## config.mk

```make
export PLATFORM = sky130hd
export DESIGN_NAME = clk_en_sched
export DESIGN_NICKNAME = d
export VERILOG_FILES = /design/src/rtl/clk_en_sched.sv
export SDC_FILE = /design/constraint.sdc
export NUM_CORES = 1
export LEC_CHECK = 0
export CAP_MARGIN = 20
export CORE_MARGIN = 3
export CORE_UTILIZATION = 55
export CTS_BUF_LIST = sky130_fd_sc_hd__clkbuf_4
export CTS_CLUSTER_DIAMETER = 60
export DETAILED_ROUTE_END_ITERATION = 7
export GPL_TIMING_DRIVEN = 0
export PLACE_DENSITY = 0.84
export SYNTH_ARGS = -nofsm -noshare
export SYNTH_HDL_FRONTEND = slang
export SYNTH_SLANG_ARGS = --single-unit
export TNS_END_PERCENT = 10
```

## constraint.sdc

```tcl
create_clock -name clk -period 4.7 [get_ports clk]
set_input_delay 1.175 -clock clk [delete_from_list [all_inputs] [get_ports clk]]
set_output_delay 1.175 -clock clk [all_outputs]
set_load 0.005 [all_outputs]
```

## src/rtl/clk_en_sched.sv

```systemverilog
// Runtime-programmable divided-clock / clock-enable generator running on the system clk.
// Define CLK_SCHED_STATS_EN to add the 32-bit completed-period counter port period_cnt.
module clk_en_sched #(
  parameter int CNT_W = 16
) (
  input  logic             clk,
  input  logic             rst_n,
  input  logic             cfg_valid,
  output logic             cfg_ready,
  input  logic [CNT_W-1:0] cfg_period,
  input  logic [CNT_W-1:0] cfg_high,
  input  logic [CNT_W-1:0] cfg_phase,
  input  logic             en,
  output logic             clk_out,
  output logic             rise_pulse,
  output logic             fall_pulse,
  output logic             running,
  output logic             cfg_err
`ifdef CLK_SCHED_STATS_EN
  ,
  output logic [31:0]      period_cnt
`endif
);

  typedef enum logic [1:0] {
    IDLE  = 2'd0,
    PHASE = 2'd1,
    RUN   = 2'd2
  } state_t;

  typedef struct packed {
    logic [CNT_W-1:0] period;
    logic [CNT_W-1:0] high;
    logic [CNT_W-1:0] phase;
  } cfg_t;

  localparam cfg_t CFG_RST = '{period: CNT_W'(2), high: CNT_W'(1), phase: '0};

  state_t           state_q, state_n;
  logic [CNT_W-1:0] cnt_q, cnt_n;
  logic [CNT_W-1:0] ph_q, ph_n;
  cfg_t             act_q, act_n;
  cfg_t             pend_q, pend_n;
  logic             pend_valid_q, pend_valid_n;
  logic             clk_n, rise_n, fall_n, err_n;

  cfg_t cfg_in;
  logic xfer, cfg_legal, load_now, store_pend, wrap;

  assign cfg_in     = '{period: cfg_period, high: cfg_high, phase: cfg_phase};
  assign cfg_ready  = !pend_valid_q;
  assign running    = (state_q != IDLE);
  assign xfer       = cfg_valid && cfg_ready;
  assign cfg_legal  = (cfg_period >= CNT_W'(2)) && (cfg_high != '0) && (cfg_high < cfg_period);
  assign load_now   = xfer && cfg_legal && (state_q != RUN);
  assign store_pend = xfer && cfg_legal && (state_q == RUN);
  assign wrap       = (state_q == RUN) && (cnt_q == act_q.period - CNT_W'(1));

  always_comb begin
    // NOTE: every signal gets a default before the case so no path can infer a latch.
    state_n      = state_q;
    cnt_n        = cnt_q;
    ph_n         = ph_q;
    act_n        = act_q;
    pend_n       = pend_q;
    pend_valid_n = pend_valid_q;

    if (load_now) act_n = cfg_in;
    // A word arriving on the wrap cycle is held for the next wrap, never applied now.
    if (store_pend) begin
      pend_n       = cfg_in;
      pend_valid_n = 1'b1;
    end

    unique case (state_q)
      IDLE: begin
        if (en) begin
          state_n = PHASE;
          ph_n    = load_now ? cfg_phase : act_q.phase;
        end
      end
      PHASE: begin
        if (!en) begin
          state_n = IDLE;
        end else if (load_now) begin
          ph_n = cfg_phase;
        end else if (ph_q == '0) begin
          state_n = RUN;
          cnt_n   = '0;
        end else begin
          ph_n = ph_q - CNT_W'(1);
        end
      end
      RUN: begin
        if (wrap) begin
          cnt_n = '0;
          if (pend_valid_q) begin
            act_n        = pend_q;
            pend_valid_n = 1'b0;
          end
          if (!en) state_n = IDLE;
        end else begin
          cnt_n = cnt_q + CNT_W'(1);
        end
      end
      default: state_n = IDLE;
    endcase

    // Outputs are computed from next-cycle state so clk_out is a clean flop output.
    clk_n  = (state_n == RUN) && (cnt_n < act_n.high);
    rise_n = clk_n && !clk_out;
    fall_n = !clk_n && clk_out;
    err_n  = xfer && !cfg_legal;
  end

  // NOTE: sequential state uses non-blocking assignments so all flops update together.
  always_ff @(posedge clk or negedge rst_n) begin
    if (!rst_n) begin
      state_q      <= IDLE;
      cnt_q        <= '0;
      ph_q         <= '0;
      act_q        <= CFG_RST;
      pend_q       <= CFG_RST;
      pend_valid_q <= 1'b0;
      clk_out      <= 1'b0;
      rise_pulse   <= 1'b0;
      fall_pulse   <= 1'b0;
      cfg_err      <= 1'b0;
    end else begin
      state_q      <= state_n;
      cnt_q        <= cnt_n;
      ph_q         <= ph_n;
      act_q        <= act_n;
      pend_q       <= pend_n;
      pend_valid_q <= pend_valid_n;
      clk_out      <= clk_n;
      rise_pulse   <= rise_n;
      fall_pulse   <= fall_n;
      cfg_err      <= err_n;
    end
  end

`ifdef CLK_SCHED_STATS_EN
  always_ff @(posedge clk or negedge rst_n) begin
    if (!rst_n)    period_cnt <= '0;
    else if (wrap) period_cnt <= period_cnt + 32'd1;
  end
`endif

endmodule

```

-- Word-level counts from Yosys, hierarchy flattened
Cells that the tools add are included.
- bits in registers: 135
- latch bits: 0
- memory bits (writable): 0
- memory bits (read-only): 0
- input port bits: 52
- output and inout port bits: 6
- memories kept: 0
- add/subtract/negate cells: 3
- multipliers: 0
- div/mod/pow operators: 0
- $lt $le $gt $ge: 3
- equality and inequality tests: 8
- shifts and indexed selects: 0
- muxes and demuxes: 26
- bitwise operators: 0
- reductions and logical operators: 21
- operators with widths (kind ; number):
    two-way mux 48 bit ; 4
    two-way mux 16 bit ; 9
    case mux 16 bit (2 select lines) ; 2
    < comparator 16 bit ; 2
    subtractor 16 x 1 -> 16 bit, second input constant ; 2
    adder 16 x 1 -> 16 bit, second input constant ; 1
    == test 16 bit ; 1
    greater-or-equal comparator 16 x 2 -> 1 bit, second input constant ; 1
    zero test 16 bit ; 1
    nonzero test 16 bit ; 1
    two-way mux 2 bit ; 6
    logical AND 1 bit ; 11
    inequality test 2 bit, second input constant ; 3
    case mux 2 bit (3 select lines) ; 1
    == test 2 bit, second input constant ; 2
    zero test 1 bit ; 4
    two-way mux 1 bit ; 4
    AND reduction 4 bit ; 1
    nonzero test 2 bit ; 2
    inequality test 3 bit, second input constant ; 1
    == test 2 x 1 -> 1 bit, second input constant ; 1
    zero test 2 bit ; 1

-- Depth between registers and ports, before layout
Gate-level depths: netlist (run 1).
- depth after elaboration: 13
- gate-level depth with buffers: 22
- depth with buffers taken out: 20

-- Worst setup path before layout (run 1)
Ideal clock, no wire load.
- path type: in2reg
- start: in cfg_period[11]
- end: reg rise_pulse
- setup time: 0.099 ns
- arrival time: 4.947 ns
- data required time: 4.601 ns
- slack: -0.347 ns
- stages on the path: 20
- buffers on the path: 2
- cell sequence: inv_1 -> ha_1 -> nand2_1 -> o21ai_0 -> o21ai_0 -> o211ai_1 -> clkbuf_1 -> buf_1 -> mux2i_1 -> nand2_1 -> o21ai_0 -> ha_1 -> nand2_1 -> nor2_1 -> a211oi_1 -> o21ai_0 -> a211o_1 -> a2111o_1 -> nand2b_1 -> a311oi_1
- word-level cells in the longest chain between the ends: 12
- RTL lines (element ; line ; RTL):
    from (decl) ; 10 ; input logic [CNT_W-1:0] cfg_period,
    greater-or-equal comparator 16 x 2 -> 1 bit ; 54 ; assign cfg_legal = (cfg_period >= CNT_W'(2)) && (cfg_high != '0) && (cfg_high < cfg_period);
    logical AND 1 bit ; 54 ;
    logical AND 1 bit (*) ; 54 ;
    logical AND 1 bit (*) (2 in series) ; 55 ; assign load_now = xfer && cfg_legal && (state_q != RUN);
    two-way mux 48 bit ; 68 ; if (load_now) act_n = cfg_in;
    two-way mux 48 bit ; 97 ; if (pend_valid_q) begin
    two-way mux 48 bit ; 95 ; if (wrap) begin
    two-way mux 48 bit ; 75 ; unique case (state_q)
    < comparator 16 bit ; 110 ; clk_n = (state_n == RUN) && (cnt_n < act_n.high);
    logical AND 1 bit (*) ; 110 ;
    logical AND 1 bit (*) ; 111 ; rise_n = clk_n && !clk_out;
    net rise_n ; 45 ; logic clk_n, rise_n, fall_n, err_n;
    to (signal assigned) ; 137 ; rise_pulse <= rise_n;
    to (decl) ; 15 ; output logic rise_pulse,
The timed path passes the listed nets; every way through them passes the cells marked *.
A chain may end at the register's enable or synchronous reset.

-- Worst setup path in the final report (run 1)
- start: reg act_q[39] (netlist name)
- end: reg rise_pulse
- word-level cells in the longest chain between the ends: 8
- RTL lines (element ; line ; RTL):
    from (decl) ; 42 ; cfg_t act_q, act_n;
    from (signal assigned) ; 133 ; act_q <= act_n;
    subtractor 16 x 1 -> 16 bit ; 57 ; assign wrap = (state_q == RUN) && (cnt_q == act_q.period - CNT_W'(1));
    == test 16 bit ; 57 ;
    logical AND 1 bit ; 57 ;
    two-way mux 16 bit ; 95 ;
    case mux 16 bit (2 select lines) ; 75 ;
    net cnt_n[13] ; 40 ; logic [CNT_W-1:0] cnt_q, cnt_n;
    < comparator 16 bit ; 110 ;
    logical AND 1 bit ; 110 ;
    logical AND 1 bit ; 111 ;
    net rise_n ; 45 ;
The timed path passes the listed nets, and every way through them passes these cells.

==> out/results.txt, run 1 <==
Status = finished with violations
Failing checks = negative setup slack
Actual slew at the worst max-slew pin = 1.02 ns
Initial DRT Pass Iterations = 5
Pwr Total = 2.34 mW
Vias = 6785
Final Skew = 0.0169 ns
Synthesis-stage register bit count = 135
DRT iter0 DRCs = 610
Clock sink count = 135
Residual DRC count = 0
Multi-input logic area = 4220 sq um
Post-route ant nets = 0
Top-level port count = 58
CTS tree = built
Root buffer cell = clkbuf_4
Min Tclk post-route = 4.98 ns
Max layer used = met4
VDD IR max = 230 uV
DP Area = 8510 sq um
Std cell rows = 42
Distinct cells, synth = 55
CP Max Fanout = 6
Longest Clk Path Bufs = 2
Net count reported at finish = 1014
Area delta synth->final = 19.5%
Worst path slowest cell = or4_4
Final worst slack = -0.275 ns
Pin count of the biggest net entering global routing = 83
CP Launch Type = flip-flop
Skew-Pair Late Insertion Delay = 0.58 ns
Asr flop ratio synth = 100%
IO buf count = 57
Placed insts = 1054
Lkg Pwr = 4.53 nW
Relative max-transition margin = 31.2%
Initial antenna violation count = 0
Worst hold path type = flip-flop to flip-flop
GRT Total Usage = 28.2%
Slew Limit Fails = 0
Max Fclk = 0.201 GHz
Core Area = 13500 sq um
Reg area = 3390 sq um
Register area share after synthesis = 44.1%
Wl on met1 = 8910 um
Synth warn = 0
Dpl hpwl = 14800 um
Synth Flop Type = dfrtp_1
Worst path required time = 5.17 ns
Post-synth EDFFs = 0
Max stage delay on crit path = 0.60 ns
Hold Fails Final Rpt = 0
TNS Setup = -0.623 ns
Drt total wl = 21100 um
Pwr dens = 255 nW/um^2
Die width = 124 um
Share of cells above drive strength 1 = 18.9%
Fin cells = 1114
Post-DR vias/cell = 6.09
Die height = 124 um
Met2 wire len = 9760 um
Global-route wire length before repair = 32800 um
Final GP Congestion = 0.939
Max capacitance violation total = 0
Routed wl met3 = 1820 um
Period utilization = 106%
Fillers = 1027
RSZ-0062 raised after global routing = yes
# hold bufs at CTS = 0
N_diodes = 0
Grt total ovfl = 0
DP Worst Slack = -1.71 ns
CTS H-tree depth = 4
Mapped Area = 7680 sq um
Crit path DAT = 5.45 ns
Endpoint type of the worst setup path = flip-flop
Final setup viols = 3
Crit-path cells = or4_4 -> o21ai_2 -> nand4_1 -> or3_4 -> or4_4 -> o211ai_4 -> buf_6 -> nand2b_1 -> o21ai_1 -> ha_1 -> a21oi_2 -> nor2b_1 -> o21ai_1 -> o21ai_2 -> a211o_1 -> a2111o_1 -> nand2b_4 -> a311oi_2
Die area = 15400 sq um
Cts bufs inserted = 17
Wire length per cell = 18.9 um
Syn Nets = 909
Final instance area = 9180 sq um
Mean post-synth cell area = 9.37 sq um
Initial Utilization = 57.1%
CTS clock-pin slew for the worst setup and hold paths = 0.12 ns
Setup CP Type = flip-flop to flip-flop
Vias in the first global route = 6384
Cells after Synth = 820
synthesized netlist by cell type, types with 11 or more instances:
cell | number | share of area (%)
and3_1 | 12 | 0.98
nand2_1 | 66 | 3.2
nor3_1 | 18 | 1.2
dfrtp_1 | 131 | 43
o21ai_0 | 67 | 4.4
a211oi_1 | 18 | 1.8
inv_1 | 43 | 2.1
ha_1 | 37 | 6.0
nand2b_1 | 18 | 1.5
mux2_2 | 35 | 5.1
a21oi_1 | 80 | 5.2
xnor2_1 | 22 | 2.5
mux2i_1 | 43 | 5.6
nor2_1 | 89 | 4.3
clkbuf_1 | 35 | 1.7
nor4_1 | 11 | 0.90
worst max-delay path: cells and delay by family, from the launching register on:
| kind | cells | cell delay, ns |
|---|---|---|
| buffers and inverters | 1 | 0.18 |
| AOI/OAI and AO/OA | 9 | 1.84 |
| and+or+nand+nor | 7 | 2.08 |
| adders and majority gates | 1 | 0.32 |
| DFF | 1 | 0.44 |
cell usage in the layout, fill, tap and decap left out, types with 4 or more instances in the layout:
cell type / instances
nand2b_1: 17
and3_1: 12
clkbuf_2: 16
o31ai_1: 4
inv_1: 37
a21o_1: 4
ha_1: 32
or4_1: 5
clkdlybuf4s50_1: 24
clkinv_2: 4
clkbuf_1: 28
a31oi_1: 5
nor3_1: 15
buf_2: 5
mux2i_1: 43
xnor2_1: 22
o21ai_1: 11
mux2_2: 35
o21ai_2: 5
inv_2: 6
nand4_1: 6
clkbuf_4: 20
buf_4: 26
o21ai_0: 53
buf_6: 7
xor2_1: 8
dlygate4sd2_1: 9
dfstp_2: 4
nand2_1: 65
a211oi_1: 16
nor4_1: 8
dfrtp_1: 129
ha_4: 5
nor2_1: 87
a21oi_1: 78
final timing paths:
path,end,slack [ns],from,cells after the start
setup / recovery,rise_pulse$_DFF_PN0_,-0.28,act_q[39]$_DFF_PN0_,18
hold / removal,pend_q[33]$_DFFE_PN1P_,0.50,pend_q[33]$_DFFE_PN1P_,2
setup reg to reg,rise_pulse$_DFF_PN0_,-0.28,act_q[39]$_DFF_PN0_,18
hold reg to reg,pend_q[33]$_DFFE_PN1P_,0.50,pend_q[33]$_DFFE_PN1P_,2
max in group asynchronous,pend_q[33]$_DFFE_PN1P_,3.38,rst_n,2
min in group asynchronous,cnt_q[8]$_DFF_PN0_,0.53,rst_n,1
metrics by stage:
stage               hold WS, ns  util [%]
global placement          0.462      63.0
floorplan                 0.451         -
finish                    0.497      68.2
detailed placement        0.472      63.3
CTS                       0.498      67.3
global route              0.512      68.2
power by group:
part	switching (mW)	leakage, nW	internal, mW
Sequential	0.0191	1.63	1.18
Combinational	0.283	2.78	0.169
Clock	0.434	0.130	0.260
Total	0.736	4.53	1.61
registers in the layout (all words and copies together) (netlist names):
register and cells:
cnt_q 16, clk_out 1, ph_q 16, fall_pulse 1
rise_pulse 1, cfg_err 1, pend_valid_q 1, act_q 48
pend_q 48, state_q 2
logic make-up (layout without fill, tap and decap cells):
family | after synthesis | count (layout) | share of synthesized area, %
and+or+nand+nor | 251 | 251 | 15.7
AOI/OAI and AO/OA | 205 | 205 | 15.6
DFF | 135 | 135 | 44.1
buffers and inverters | 83 | 201 | 4.28
muxes | 79 | 79 | 10.9
adders and majority gates | 37 | 37 | 6.03
xor gates and xnor gates | 30 | 30 | 3.42
layout make-up:
| cell class | instances | area share [%] |
|---|---|---|
| multi-input cells | 602 | 46.0 |
| plain buffers | 39 | 2.30 |
| clock buffers | 18 | 1.47 |
| flip-flops and latches | 135 | 36.9 |
| well taps | 176 | 2.40 |
| repair buffers | 87 | 8.00 |
| inverters | 43 | 1.76 |
| clock inverters | 14 | 1.20 |
layer usage:
layer | track usage, % | vias to the layer above
li1 | - | 3106
met1 | 39.6 | 3284
met2 | 43.1 | 340
met3 | 6.77 | 55
met4 | 9.65 | 0
met5 | 0 | -
what timing repair did:
item                                    in CTS  in global routing
setup buffers                               22                  6
gates resized for setup                     99                 66
endpoints found under the setup margin       3                  3
pin swaps                                   29                 20
gates cloned                                 1                  0
No activity file was read; power rests on OpenSTA's default activity.
==> run 2: changes to the inputs <==
--- a/config.mk
+++ b/config.mk
@@ -12,6 +12,7 @@
 export CTS_CLUSTER_DIAMETER = 60
 export DETAILED_ROUTE_END_ITERATION = 7
 export GPL_TIMING_DRIVEN = 0
+export MAX_ROUTING_LAYER = met4
 export PLACE_DENSITY = 0.84
 export SYNTH_ARGS = -nofsm -noshare
 export SYNTH_HDL_FRONTEND = slang
==> out/results.txt, run 2 (synthesis results as in run 1) <==
Status = finished with violations (unchanged)
Failing checks = negative setup slack (unchanged)
Max Fclk = 0.210 GHz (was 0.201 GHz)
GRT Total Usage = 29.5% (was 28.2%)
Share of cells above drive strength 1 = 20.5% (was 18.9%)
Post-DR vias/cell = 6.13 (was 6.09)
DRT iter0 DRCs = 642 (was 610)
Wl on met1 = 8960 um (was 8910 um)
Pin count of the biggest net entering global routing = 103 (was 83)
Worst path required time = 5.14 ns (was 5.17 ns)
Post-route ant nets = 0 (unchanged)
N_diodes = 0 (unchanged)
Vias in the first global route = 6746 (was 6384)
Final worst slack = -0.0554 ns (was -0.275 ns)
CP Launch Type = input port (was flip-flop)
Initial antenna violation count = 0 (unchanged)
Core Area = 13500 sq um (unchanged)
Drt total wl = 21100 um (about the same)
Commonest non-fill, non-tap cell in the layout = dfrtp_1 (unchanged)
Root buffer cell = clkbuf_4 (unchanged)
Endpoint type of the worst setup path = flip-flop (unchanged)
Max layer used = met4 (unchanged)
Hold Fails Final Rpt = 0 (unchanged)
Initial DRT Pass Iterations = 5 (unchanged)
Std cell rows = 42 (unchanged)
Dpl hpwl = 14700 um (was 14800 um)
DP Worst Slack = -1.70 ns (was -1.71 ns)
VDD IR max = 174 uV (was 230 uV)
Most frequent cells in the layout = 128 x dfrtp_1, 86 x nor2_1, 78 x a21oi_1, 66 x nand2_1, 50 x o21ai_0 (was 129 x dfrtp_1, 87 x nor2_1, 78 x a21oi_1, 65 x nand2_1, 53 x o21ai_0)
Cts bufs inserted = 17 (unchanged)
Final Skew = 0.0227 ns (was 0.0169 ns)
Routed wl met3 = 1700 um (was 1820 um)
Initial Utilization = 57.1% (unchanged)
Skew-Pair Late Insertion Delay = 0.56 ns (was 0.58 ns)
Relative max-transition margin = 31.9% (was 31.2%)
Max capacitance violation total = 0 (unchanged)
RSZ-0062 raised after global routing = yes (unchanged)
Longest Clk Path Bufs = 2 (unchanged)
Slew Limit Fails = 0 (unchanged)
Die width = 124 um (unchanged)
Period utilization = 101% (was 106%)
Pwr dens = 255 nW/um^2 (about the same)
# hold bufs at CTS = 0 (unchanged)
Worst hold path type = input port to async pin (was flip-flop to flip-flop)
CTS H-tree depth = 4 (unchanged)
Crit path DAT = 5.20 ns (was 5.45 ns)
Area delta synth->final = 19.6% (was 19.5%)
Grt total ovfl = 0 (unchanged)
Max stage delay on crit path = 0.45 ns (was 0.60 ns)
Met2 wire len = 9570 um (was 9760 um)
Fillers = 1021 (was 1027)
Top-level port count = 58 (unchanged)
Clock sink count = 135 (unchanged)
Wire length per cell = 18.9 um (about the same)
Final setup viols = 1 (was 3)
Die area = 15400 sq um (unchanged)
Vias = 6827 (was 6785)
CTS clock-pin slew for the worst setup and hold paths = 0.12 ns (about the same)
Pwr Total = 2.34 mW (about the same)
Global-route wire length before repair = 33700 um (was 32800 um)
Final GP Congestion = 0.941 (was 0.939)
Placed insts = 1054 (unchanged)
Residual DRC count = 0 (unchanged)
Fin cells = 1113 (was 1114)
Setup CP Type = input port to flip-flop (was flip-flop to flip-flop)
Crit-path cells = clkdlybuf4s15_2 -> inv_1 -> ha_1 -> nand2_1 -> nor2_2 -> o21ai_2 -> o211ai_1 -> clkbuf_8 -> buf_4 -> mux2i_1 -> nand2_1 -> o21a_1 -> inv_1 -> ha_1 -> a21oi_2 -> nor2_2 -> a211oi_2 -> o21ai_2 -> a211o_1 -> a2111o_1 -> a221o_1 (was or4_4 -> o21ai_2 -> nand4_1 -> or3_4 -> or4_4 -> o211ai_4 -> buf_6 -> nand2b_1 -> o21ai_1 -> ha_1 -> a21oi_2 -> nor2b_1 -> o21ai_1 -> o21ai_2 -> a211o_1 -> a2111o_1 -> nand2b_4 -> a311oi_2)
Net count reported at finish = 1013 (was 1014)
Min Tclk post-route = 4.76 ns (was 4.98 ns)
Worst path slowest cell = o211ai_1 (was or4_4)
IO buf count = 57 (unchanged)
CP Max Fanout = 4 (was 6)
CTS tree = built (unchanged)
Die height = 124 um (unchanged)
Actual slew at the worst max-slew pin = 1.01 ns (was 1.02 ns)
Fin Hold WS = 0.489 ns (was 0.497 ns)
Top Registers = act_q (48), pend_q (48) (unchanged)
Lkg Pwr = 4.51 nW (was 4.53 nW)
-- run 2: cell types whose count changed in the layout (fill, tap and decap cells not counted), moves of 3 or more --
cell and delta:
o21ai_2 +5, clkbuf_2 -5, buf_2 +8, o21ai_0 -3
-- run 2: layout make-up --
| class | instances | area [sq um] | share of cell area (%) |
|---|---|---|---|
| clock buffers | 18 | 135 | 1.47 |
| clock inverters | 14 | 109 | 1.19 |
| inverters | 43 | 161 | 1.76 |
| multi-input cells | 602 | 4240 | 46.2 |
| plain buffers | 38 | 214 | 2.33 |
| repair buffers | 87 | 717 | 7.81 |
| flip-flops and latches | 135 | 3390 | 36.9 |
| well taps | 176 | 220 | 2.40 |
-- run 2: worst paths after layout --
| check | slack [ns] | cells after the start | startpoint | endpoint |
|---|---|---|---|---|
| max | -0.06 | 21 | cfg_period[15] | fall_pulse$_DFF_PN0_ |
| min | 0.49 | 1 | rst_n | act_q[24]$_DFF_PN0_ |
| max reg2reg | -0.04 | 17 | act_q[39]$_DFF_PN0_ | fall_pulse$_DFF_PN0_ |
| min reg2reg | 0.49 | 2 | pend_q[33]$_DFFE_PN1P_ | pend_q[33]$_DFFE_PN1P_ |
| max in group asynchronous | 3.37 | 2 | rst_n | ph_q[7]$_DFFE_PN0P_ |
| min in group clk | 0.49 | 2 | pend_q[33]$_DFFE_PN1P_ | pend_q[33]$_DFFE_PN1P_ |
-- run 2: per-stage QoR --
| stage | util [%] | area, sq um | TNS (ns) |
|---|---|---|---|
| after global placement | 63.0 | 8480 | -401.05 |
| after CTS | 67.6 | 9090 | -0.00444 |
| final | 68.3 | 9190 | -0.0554 |
| after global routing | 68.3 | 9190 | -0.488 |
| after floorplan | - | 7690 | 0 |
| after detailed placement | 63.3 | 8510 | -6.13 |
-- run 2: metal layers --
metal  GRT usage (%)  vias to the layer above
met3            6.45                       89
met2            43.8                      333
met1            38.6                     3284
met5               -                        -
met4            14.2                        0
li1                -                     3121
-- run 2: report_power, final --
group	switching [mW]	leakage [nW]	internal, mW
clock	0.434	0.128	0.260
sequential	0.0191	1.63	1.18
combinational	0.279	2.76	0.167
-- run 2: repair_timing --
action | 4_1_cts | 5_1_grt
hold endpoints to repair | 0 | 0
endpoints found under the setup margin | 3 | 3
setup buffers | 23 | 6
gates cloned | 0 | 0
gates resized for setup | 133 | 60
pin swaps | 34 | 19
-- run 2: critical path: cells and delay by family --
kind / cells / cell delay (ns)
multiplexers: 1 / 0.19
buffers and inverters: 5 / 0.82
AND/OR/NAND/NOR: 4 / 0.33
adder cells (fa/ha/maj): 2 / 0.57
AO/OA/AOI/OAI: 9 / 2.09
==> run 3: changes to the inputs <==
--- a/config.mk
+++ b/config.mk
@@ -5,7 +5,6 @@
 export SDC_FILE = /design/constraint.sdc
 export NUM_CORES = 1
 export LEC_CHECK = 0
-export CAP_MARGIN = 20
 export CORE_MARGIN = 3
 export CORE_UTILIZATION = 55
 export CTS_BUF_LIST = sky130_fd_sc_hd__clkbuf_4
==> results of run 3 <==
Final layout, timing and power as in run 2 (identical DEF).
